<file path="config.mk">
export PLATFORM = sky130hd
export DESIGN_NAME = decode_queue_stage
export DESIGN_NICKNAME = d
export VERILOG_FILES = /design/src/rtl/decode_queue_stage.sv
export SDC_FILE = /design/constraint.sdc
export NUM_CORES = 1
export LEC_CHECK = 0
export BUFFER_PORTS_ARGS = -buffer_cell sky130_fd_sc_hd__buf_4
export CAP_MARGIN = 15
export CELL_PAD_IN_SITES_DETAIL_PLACEMENT = 2
export CELL_PAD_IN_SITES_GLOBAL_PLACEMENT = 2
export CORE_MARGIN = 2
export CORE_UTILIZATION = 40
export DETAILED_ROUTE_END_ITERATION = 10
export GPL_ROUTABILITY_DRIVEN = 0
export PLACE_DENSITY = 0.77
export REMOVE_ABC_BUFFERS = 1
export SLEW_MARGIN = 20
export SYNTH_ARGS = -nofsm -noshare
export SYNTH_HDL_FRONTEND = slang
export SYNTH_SLANG_ARGS = --single-unit
export TNS_END_PERCENT = 1
</file>
<file path="constraint.sdc">
create_clock -name clk -period 12.5 [get_ports clk]
set_input_delay 2.5 -clock clk [delete_from_list [all_inputs] [get_ports clk]]
set_output_delay 2.5 -clock clk [all_outputs]
set_load 0.05 [all_outputs]
</file>
<file path="src/rtl/decode_queue_stage.sv">
// Instruction queue between fetch and decode; the queue head is decoded into a registered bundle.
// Latency: push at edge t appears on out_* after edge t+1; in_ready from registered occupancy only.
package decode_queue_pkg;
    localparam int TRAP_VALUE_W = 32;

    localparam logic [3:0] EXC_INSN_ACCESS_FAULT = 4'd1;
    localparam logic [3:0] EXC_ILLEGAL_INSN      = 4'd2;

    typedef enum logic [3:0] {
        OP_NONE, OP_LUI, OP_AUIPC, OP_JAL, OP_JALR, OP_BRANCH, OP_LOAD,
        OP_STORE, OP_OPIMM, OP_OP, OP_MISCMEM, OP_SYSTEM
    } op_kind_e;

    typedef struct packed {
        logic     is_unknown;
        op_kind_e kind;
    } op_t;

    typedef struct packed {
        logic                    valid;
        logic [3:0]              cause;
        logic [TRAP_VALUE_W-1:0] value;
    } trap_t;

    function automatic op_t decode(input logic [6:0] opcode);
        op_t op;
        op = '{is_unknown: 1'b0, kind: OP_NONE};
        case (opcode)
            7'b0110111: op.kind = OP_LUI;
            7'b0010111: op.kind = OP_AUIPC;
            7'b1101111: op.kind = OP_JAL;
            7'b1100111: op.kind = OP_JALR;
            7'b1100011: op.kind = OP_BRANCH;
            7'b0000011: op.kind = OP_LOAD;
            7'b0100011: op.kind = OP_STORE;
            7'b0010011: op.kind = OP_OPIMM;
            7'b0110011: op.kind = OP_OP;
            7'b0001111: op.kind = OP_MISCMEM;
            7'b1110011: op.kind = OP_SYSTEM;
            default:    op.is_unknown = 1'b1;
        endcase
        return op;
    endfunction
endpackage

module decode_queue_stage
    import decode_queue_pkg::*;
#(
    parameter int DEPTH      = 4,
    parameter int XLEN       = 32,
    parameter int INSN_WIDTH = 32
) (
    input  logic                    clk,
    input  logic                    rst,
    input  logic                    flush,
    input  logic                    stall,
    input  logic                    in_valid,
    output logic                    in_ready,
    input  logic [XLEN-1:0]         in_pc,
    input  logic [INSN_WIDTH-1:0]   in_insn,
    input  trap_t                   in_trap,
    output logic                    out_valid,
    output logic [XLEN-1:0]         out_pc,
    output logic [INSN_WIDTH-1:0]   out_insn,
    output op_t                     out_op,
    output logic [11:0]             out_csr_addr,
    output logic [4:0]              out_src1,
    output logic [4:0]              out_src2,
    output logic [4:0]              out_src3,
    output logic [4:0]              out_dst,
    output trap_t                   out_trap,
    output logic [$clog2(DEPTH):0]  count
);
    localparam int PTR_W = $clog2(DEPTH);
    localparam int CNT_W = PTR_W + 1;

    logic [XLEN-1:0]       pc_mem   [DEPTH];
    logic [INSN_WIDTH-1:0] insn_mem [DEPTH];
    trap_t                 trap_mem [DEPTH];

    logic [PTR_W-1:0] wr_ptr, rd_ptr;
    logic             push, pop;
    logic [INSN_WIDTH-1:0] head_insn;
    op_t              head_op;
    trap_t            head_trap;

    assign in_ready  = !rst && (count < CNT_W'(DEPTH));
    assign push      = in_valid && in_ready && !flush;
    assign pop       = !stall && !flush && (count != '0);
    assign head_insn = insn_mem[rd_ptr];

    // A fetch-side trap always wins over an illegal-instruction trap.
    always_comb begin
        head_op   = decode(head_insn[6:0]);
        head_trap = trap_mem[rd_ptr];
        if (!head_trap.valid && head_op.is_unknown) begin
            head_trap.valid = 1'b1;
            head_trap.cause = EXC_ILLEGAL_INSN;
            head_trap.value = TRAP_VALUE_W'(head_insn);
        end
    end

    // Storage is not cleared on reset or flush; only pointers and count are.
    always_ff @(posedge clk) begin
        if (push) begin
            pc_mem[wr_ptr]   <= in_pc;
            insn_mem[wr_ptr] <= in_insn;
            trap_mem[wr_ptr] <= in_trap;
        end
    end

    always_ff @(posedge clk) begin
        if (rst || flush) begin
            wr_ptr       <= '0;
            rd_ptr       <= '0;
            count        <= '0;
            out_valid    <= 1'b0;
            out_pc       <= '0;
            out_insn     <= '0;
            out_op       <= '0;
            out_csr_addr <= '0;
            out_src1     <= '0;
            out_src2     <= '0;
            out_src3     <= '0;
            out_dst      <= '0;
            out_trap     <= '0;
        end else begin
            if (push) wr_ptr <= wr_ptr + PTR_W'(1);
            if (pop)  rd_ptr <= rd_ptr + PTR_W'(1);
            case ({push, pop})
                2'b10:   count <= count + CNT_W'(1);
                2'b01:   count <= count - CNT_W'(1);
                default: count <= count;
            endcase
            if (!stall) begin
                if (pop) begin
                    out_valid    <= 1'b1;
                    out_pc       <= pc_mem[rd_ptr];
                    out_insn     <= head_insn;
                    out_op       <= head_op;
                    out_csr_addr <= head_insn[31:20];
                    out_src1     <= head_insn[19:15];
                    out_src2     <= head_insn[24:20];
                    out_src3     <= head_insn[31:27];
                    out_dst      <= head_insn[11:7];
                    out_trap     <= head_trap;
                end else begin
                    out_valid    <= 1'b0;
                    out_pc       <= '0;
                    out_insn     <= '0;
                    out_op       <= '0;
                    out_csr_addr <= '0;
                    out_src1     <= '0;
                    out_src2     <= '0;
                    out_src3     <= '0;
                    out_dst      <= '0;
                    out_trap     <= '0;
                end
            end
        end
    end
endmodule

</file>
=== Yosys cells after proc, flatten, opt, wreduce, memory -nomap -nowiden ===
Memories as Yosys holds them, arrays and structs flattened. A register that Yosys moved wholly into a read port is not among the register bits.
Index checks and enable logic that the tools add are counted.

* Memories: 3
* Output and inout port bits: 143
* Flip-flop bits (word level): 146
* RAM bits: 404
* Bits in latches: 0
* Logic and storage cells: 73
* Input bits: 106
* Bits in read-only memories: 0

{| class="wikitable"
|+ Memory list
! memory !! words !! bits a word !! read ports !! clocked after Yosys merged registers in !! write ports !! RTL line !! source
|-
| trap_mem || 4 || 37 || 1 || 1 || 1 || 79 || <nowiki>trap_t trap_mem [DEPTH];</nowiki>
|-
| insn_mem || 4 || 32 || 1 || 1 || 1 || 78 || <nowiki>logic [INSN_WIDTH-1:0] insn_mem [DEPTH];</nowiki>
|-
| pc_mem || 4 || 32 || 1 || 1 || 1 || 77 || <nowiki>logic [XLEN-1:0] pc_mem [DEPTH];</nowiki>
|}

* Add/subtract/negate cells: 4
* Shift operators: 0
* $mul: 0
* Eq/ne operators: 13
* Bitwise gates (word level): 0
* $lt $le $gt $ge: 1
* Reduce and logical (&&, ||, !) cells: 14
* Div/mod/pow operators: 0
* Multiplexer cells: 22

{| class="wikitable"
|+ Operators by type and width
! kind !! number
|-
| 2-to-1 mux 37 bit || 2
|-
| 2-to-1 mux 32 bit || 2
|-
| case mux 4 bit (11 select lines) || 1
|-
| equality test 7 bit, second input constant || 4
|-
| 2-to-1 mux 5 bit || 5
|-
| equality test 7 x 6 -> 1 bit, second input constant || 3
|-
| equality test 7 x 5 -> 1 bit, second input constant || 2
|-
| 2-to-1 mux 12 bit || 1
|-
| 2-to-1 mux 2 bit || 6
|-
| OR reduction 11 bit || 1
|-
| equality test 7 x 2 -> 1 bit, second input constant || 1
|-
| equality test 7 x 4 -> 1 bit, second input constant || 1
|-
| logical AND 1 bit || 6
|-
| case mux 3 bit (2 select lines) || 1
|-
| adder 2 x 1 -> 2 bit, second input constant || 2
|-
| zero test 1 bit || 4
|-
| 2-to-1 mux 1 bit || 4
|-
| adder 3 x 1 -> 3 bit, second input constant || 1
|-
| < comparator 3 bit, second input constant || 1
|-
| nonzero test 3 bit || 1
|-
| subtractor 3 x 1 -> 3 bit, second input constant || 1
|-
| equality test 2 x 1 -> 1 bit, second input constant || 1
|-
| equality test 2 bit, second input constant || 1
|-
| nonzero test 2 bit || 1
|-
| logical OR 1 bit || 1
|}

=== Longest topological paths before layout ===
* Depth after elaboration: 6
* Gate-level depth with buffers: 10
* Mapped depth without buffers: 9

=== Least setup slack after synthesis ===
No wires, ideal clock.

* Kind: input port to flip-flop
* Start point: in in_valid
* End point: mem insn_mem[0][0], enable pin
* Data required time: 12,028 ps
* Data arrival time: 5,253 ps
* Setup time: 472 ps
* Path buffers: 1
* Stages: 3
* Path slack: 6,775 ps
* Cells stage by stage: nor2b_1 > clkbuf_1 > and3_1

* Word-level cells in the longest chain between the ends: 4

{| class="wikitable"
|+ Ends and longest elaborated chain
! element !! RTL line !! source
|-
| start: declaration || 57 || <nowiki>input logic in_valid,</nowiki>
|-
| logical AND 1 bit (2 in a row) || 88 || <nowiki>assign push = in_valid && in_ready && !flush;</nowiki>
|-
| 2-to-1 mux 1 bit || 105 || <nowiki>if (push) begin</nowiki>
|-
| 2-to-1 mux 1 bit (implied by the code) || 107 || <nowiki>insn_mem[wr_ptr] <= in_insn;</nowiki>
|-
| end: declaration || 78 ||
|}

No other way between the ends.

=== Worst setup path after layout ===
* Start point: in rst
* End point: out in_ready

* Word-level cells in the longest chain between the ends: 2

{| class="wikitable"
|+ Ends and longest elaborated chain
! element !! RTL line !! source
|-
| start: declaration || 54 || <nowiki>input logic rst,</nowiki>
|-
| zero test 1 bit || 87 || <nowiki>assign in_ready = !rst && (count < CNT_W'(DEPTH));</nowiki>
|-
| logical AND 1 bit || 87 ||
|-
| end: declaration || 58 || <nowiki>output logic in_ready,</nowiki>
|}

No other way between the ends.

==> results.py <==
metrics = {
    "outcome": {
        "status": "finished clean",
    },
    "synthesis": {
        "yosysWarnings": 0,
        "syn_area_per_cell_um2": 18.6,
        "synth-edff-count": 404,
        "async_flop_share_pct": 0,
        "yosys_register_bits": 520,
        "yosysSeqAreaShare_pct": 75.2,
        "synth_cell_types": 45,
        "syn_inst": 1034,
        "mappedNetlistArea_um2": 19200,
        "synthFlopType": "edfxtp_1",
    },
    "setup_path": {
        "crit_top_cell": "buf_4",
        "end_kind": "primary output",
        "worst_path_dominant_cell_family": "buffers and inverters",
        "critPathKind": "input port to primary output",
        "cp-start-kind": "input port",
        "cp_num_buf_inv": 2,
        "crit_chain": "buf_4, nor2_1, buf_4",
        "max_stage_delay_ns": 0.20,
        "cpMaxStageDelayCell": "buf_4",
        "worstPathRequired_ns": 10.00,
        "arrival_ns": 2.90,
        "cp_max_fo": 3,
    },
    "global_routing": {
        "grt_pass1_vias": 11577,
        "grtUsageMet1_pct": 25.8,
        "grt_max_degree": 82,
        "use_met3_pct": 3.13,
        "grt-ovfl-total": 0,
        "grt-busiest-layer": "met2",
        "grtUsageTotal_pct": 20.5,
        "grt_pass1_wl_um": 75500,
        "antenna_found_initial": 3,
        "grt_use_met2_pct": 36.5,
    },
    "clock_network": {
        "cts_buffers": 54,
        "post_cts_resized": 0,
        "clk_path_buf_depth": 3,
        "cts-root-buf": "clkbuf_16",
        "cts_setup_buffers": 0,
        "cts_tree": "done",
        "clk-insertion-delay-late_ns": 0.59,
        "holdBufCountCts": 0,
        "cts_sinks": 520,
        "htree_levels": 2,
        "clk_pin_slew_ns": 0.06,
    },
    "sta": {
        "whs_ns": 0.456,
        "fmax_ghz": 0.185,
        "setup-tns-final_ns": 0,
        "fin_skew_ns": 0.0124,
        "rsz0062_at_grt": "false",
        "worst_slack_ns": 7.10,
        "finalCriticalPeriod_ns": 5.40,
        "finalHoldViolations": 0,
        "worst_pin_slew_ns": 1.07,
        "setup_viol": 0,
        "finalCritPeriodShare_pct": 43.2,
        "slew_headroom_pct": 28.5,
        "slew_viol_final": 0,
    },
    "floorplanning": {
        "io-pin-count": 249,
        "num_rows": 80,
        "initial_core_util_pct": 40.4,
        "die_h_um": 223,
        "fp.dieW_um": 223,
        "dieArea_um2": 49800,
        "core_um2": 47500,
    },
    "power_and_ir_drop": {
        "p_clk_share_pct": 44.2,
        "powerDensity_nw_per_um2": 153,
        "ir_worst_vdd_uv": 105,
        "seqPwrFrac_pct": 52.8,
        "switchingPower_mw": 0.714,
        "total_leakage_power_nw": 7.87,
        "p_total_mw": 3.56,
        "netSwitchingFraction_pct": 20.0,
        "internal_power_mw": 2.85,
        "combPwrFrac_pct": 3.0,
    },
    "layout": {
        "finalNonFillerCells": 1921,
        "ff_latch_area_um2": 14500,
        "drive_above_1_share_pct": 34.8,
        "layout_commonest_cell": "edfxtp_1",
        "finalNetCount": 1369,
        "postLayoutCellArea_um2": 23200,
        "post-route-util_pct": 48.8,
        "final_cell_mix": "404 x edfxtp_1, 253 x buf_4, 114 x dfxtp_1",
        "fillers": 4227,
        "multi_input_area_um2": 4240,
        "syn2layout_area_growth_pct": 20.9,
    },
    "detailed_routing": {
        "wl_per_cell_um": 26.1,
        "via_per_inst": 5.34,
        "drtIter0Drc": 688,
        "finalWirelength_um": 50100,
        "drc": 0,
        "final_antenna_net_count": 0,
        "route.vias.total": 10264,
        "drt_first_pass_iters": 5,
    },
    "place": {
        "dp.cells": 1816,
        "placed_cell_area_um2": 21400,
        "preCtsSetupSlack_ns": 7.10,
        "dpl.hpwl_um": 29700,
        "portBuffers": 248,
    },
    "run": {
        "max_cap_violations": 0,
    },
    "hold_path": {
        "hold_path_class": "flop to flop",
    },
}
-- area by class of cell --
class                      count  share of cell area (%)
timing repair buffer         259                    8.47
sequential                   520                    62.3
multi-input combinational    415                    18.3
clock buffer                  87                    7.02
inverter                       7                   0.113
tap                          615                    3.31
antenna                        3                  0.0323
clock inverter                15                   0.523
-- flip-flops by register name, indices dropped and copies added (netlist names), 3 cells and up, named ones only --
register / flops
out_trap: 37
out_insn: 32
out_pc: 32
pc_mem: 128
out_op: 5
insn_mem: 128
count: 3
trap_mem: 148
-- cell usage after synthesis (all sizes together) (4+ instances only) --
cell type / instances / share of area, %
buf: 52 / 2.0
mux2i: 32 / 1.7
mux4: 101 / 12
a21oi: 11 / 0.31
nand3b: 4 / 0.22
nand2: 43 / 0.84
a22oi: 65 / 2.5
dfxtp: 116 / 12
ha: 5 / 0.33
edfxtp: 404 / 63
clkbuf: 40 / 0.78
inv: 7 / 0.14
and3: 4 / 0.13
nor2b: 4 / 0.17
nor2: 81 / 1.6
o21ai: 36 / 0.94
-- layer usage --
| layer | part of all wire, % | wire (µm) | vias up |
|---|---|---|---|
| met2 | 53 | 26600 | 241 |
| met3 | 4.0 | 1990 | 57 |
| met1 | 41 | 20500 | 5471 |
| met4 | 2.0 | 1020 | 0 |
| met5 | 0 | 0 | - |
| li1 | - | - | 4495 |
-- path summary, 6_finish.rpt --
kind	start	endpoint	slack [ns]	cells past startpoint
setup / recovery	rst	in_ready	7.10	3
hold / removal	out_trap[23]	out_trap[23]	0.46	2
setup reg to reg	flop	out_trap[4]	8.34	8
hold reg to reg	out_trap[23]	out_trap[23]	0.46	2
-- power groups by stage --
stage	registers (mW)	clock network (mW)	logic [mW]
2_1_floorplan	1.92	0	0.0352
3_3_place_gp	1.92	0	0.0993
3_5_place_dp	1.92	0	0.106
4_1_cts	1.88	1.61	0.107
5_1_grt	1.88	1.68	0.114
6_report	1.88	1.57	0.105
-- tightest hold or removal path, delay by kind of cell, from the launching register on --
family	cells	cell delay [ns]
and+or+nand+nor	1	0.05
DFF	1	0.31
AOI/OAI and AO/OA	1	0.05
-- cells by family (layout without fill, tap and decap cells) --
family / after synthesis / after routing / share of synthesized area [%]
muxes: 133 / 133 / 13.5
buffers and inverters: 99 / 368 / 2.92
and+or+nand+nor: 148 / 148 / 3.37
other: 0 / 3 / 0
xor gates and xnor gates: 5 / 5 / 0.228
AOI/OAI and AO/OA: 123 / 123 / 4.30
DFF: 520 / 520 / 75.2
adders and majority gates: 6 / 6 / 0.430
No activity file was read; power rests on OpenSTA's default activity.
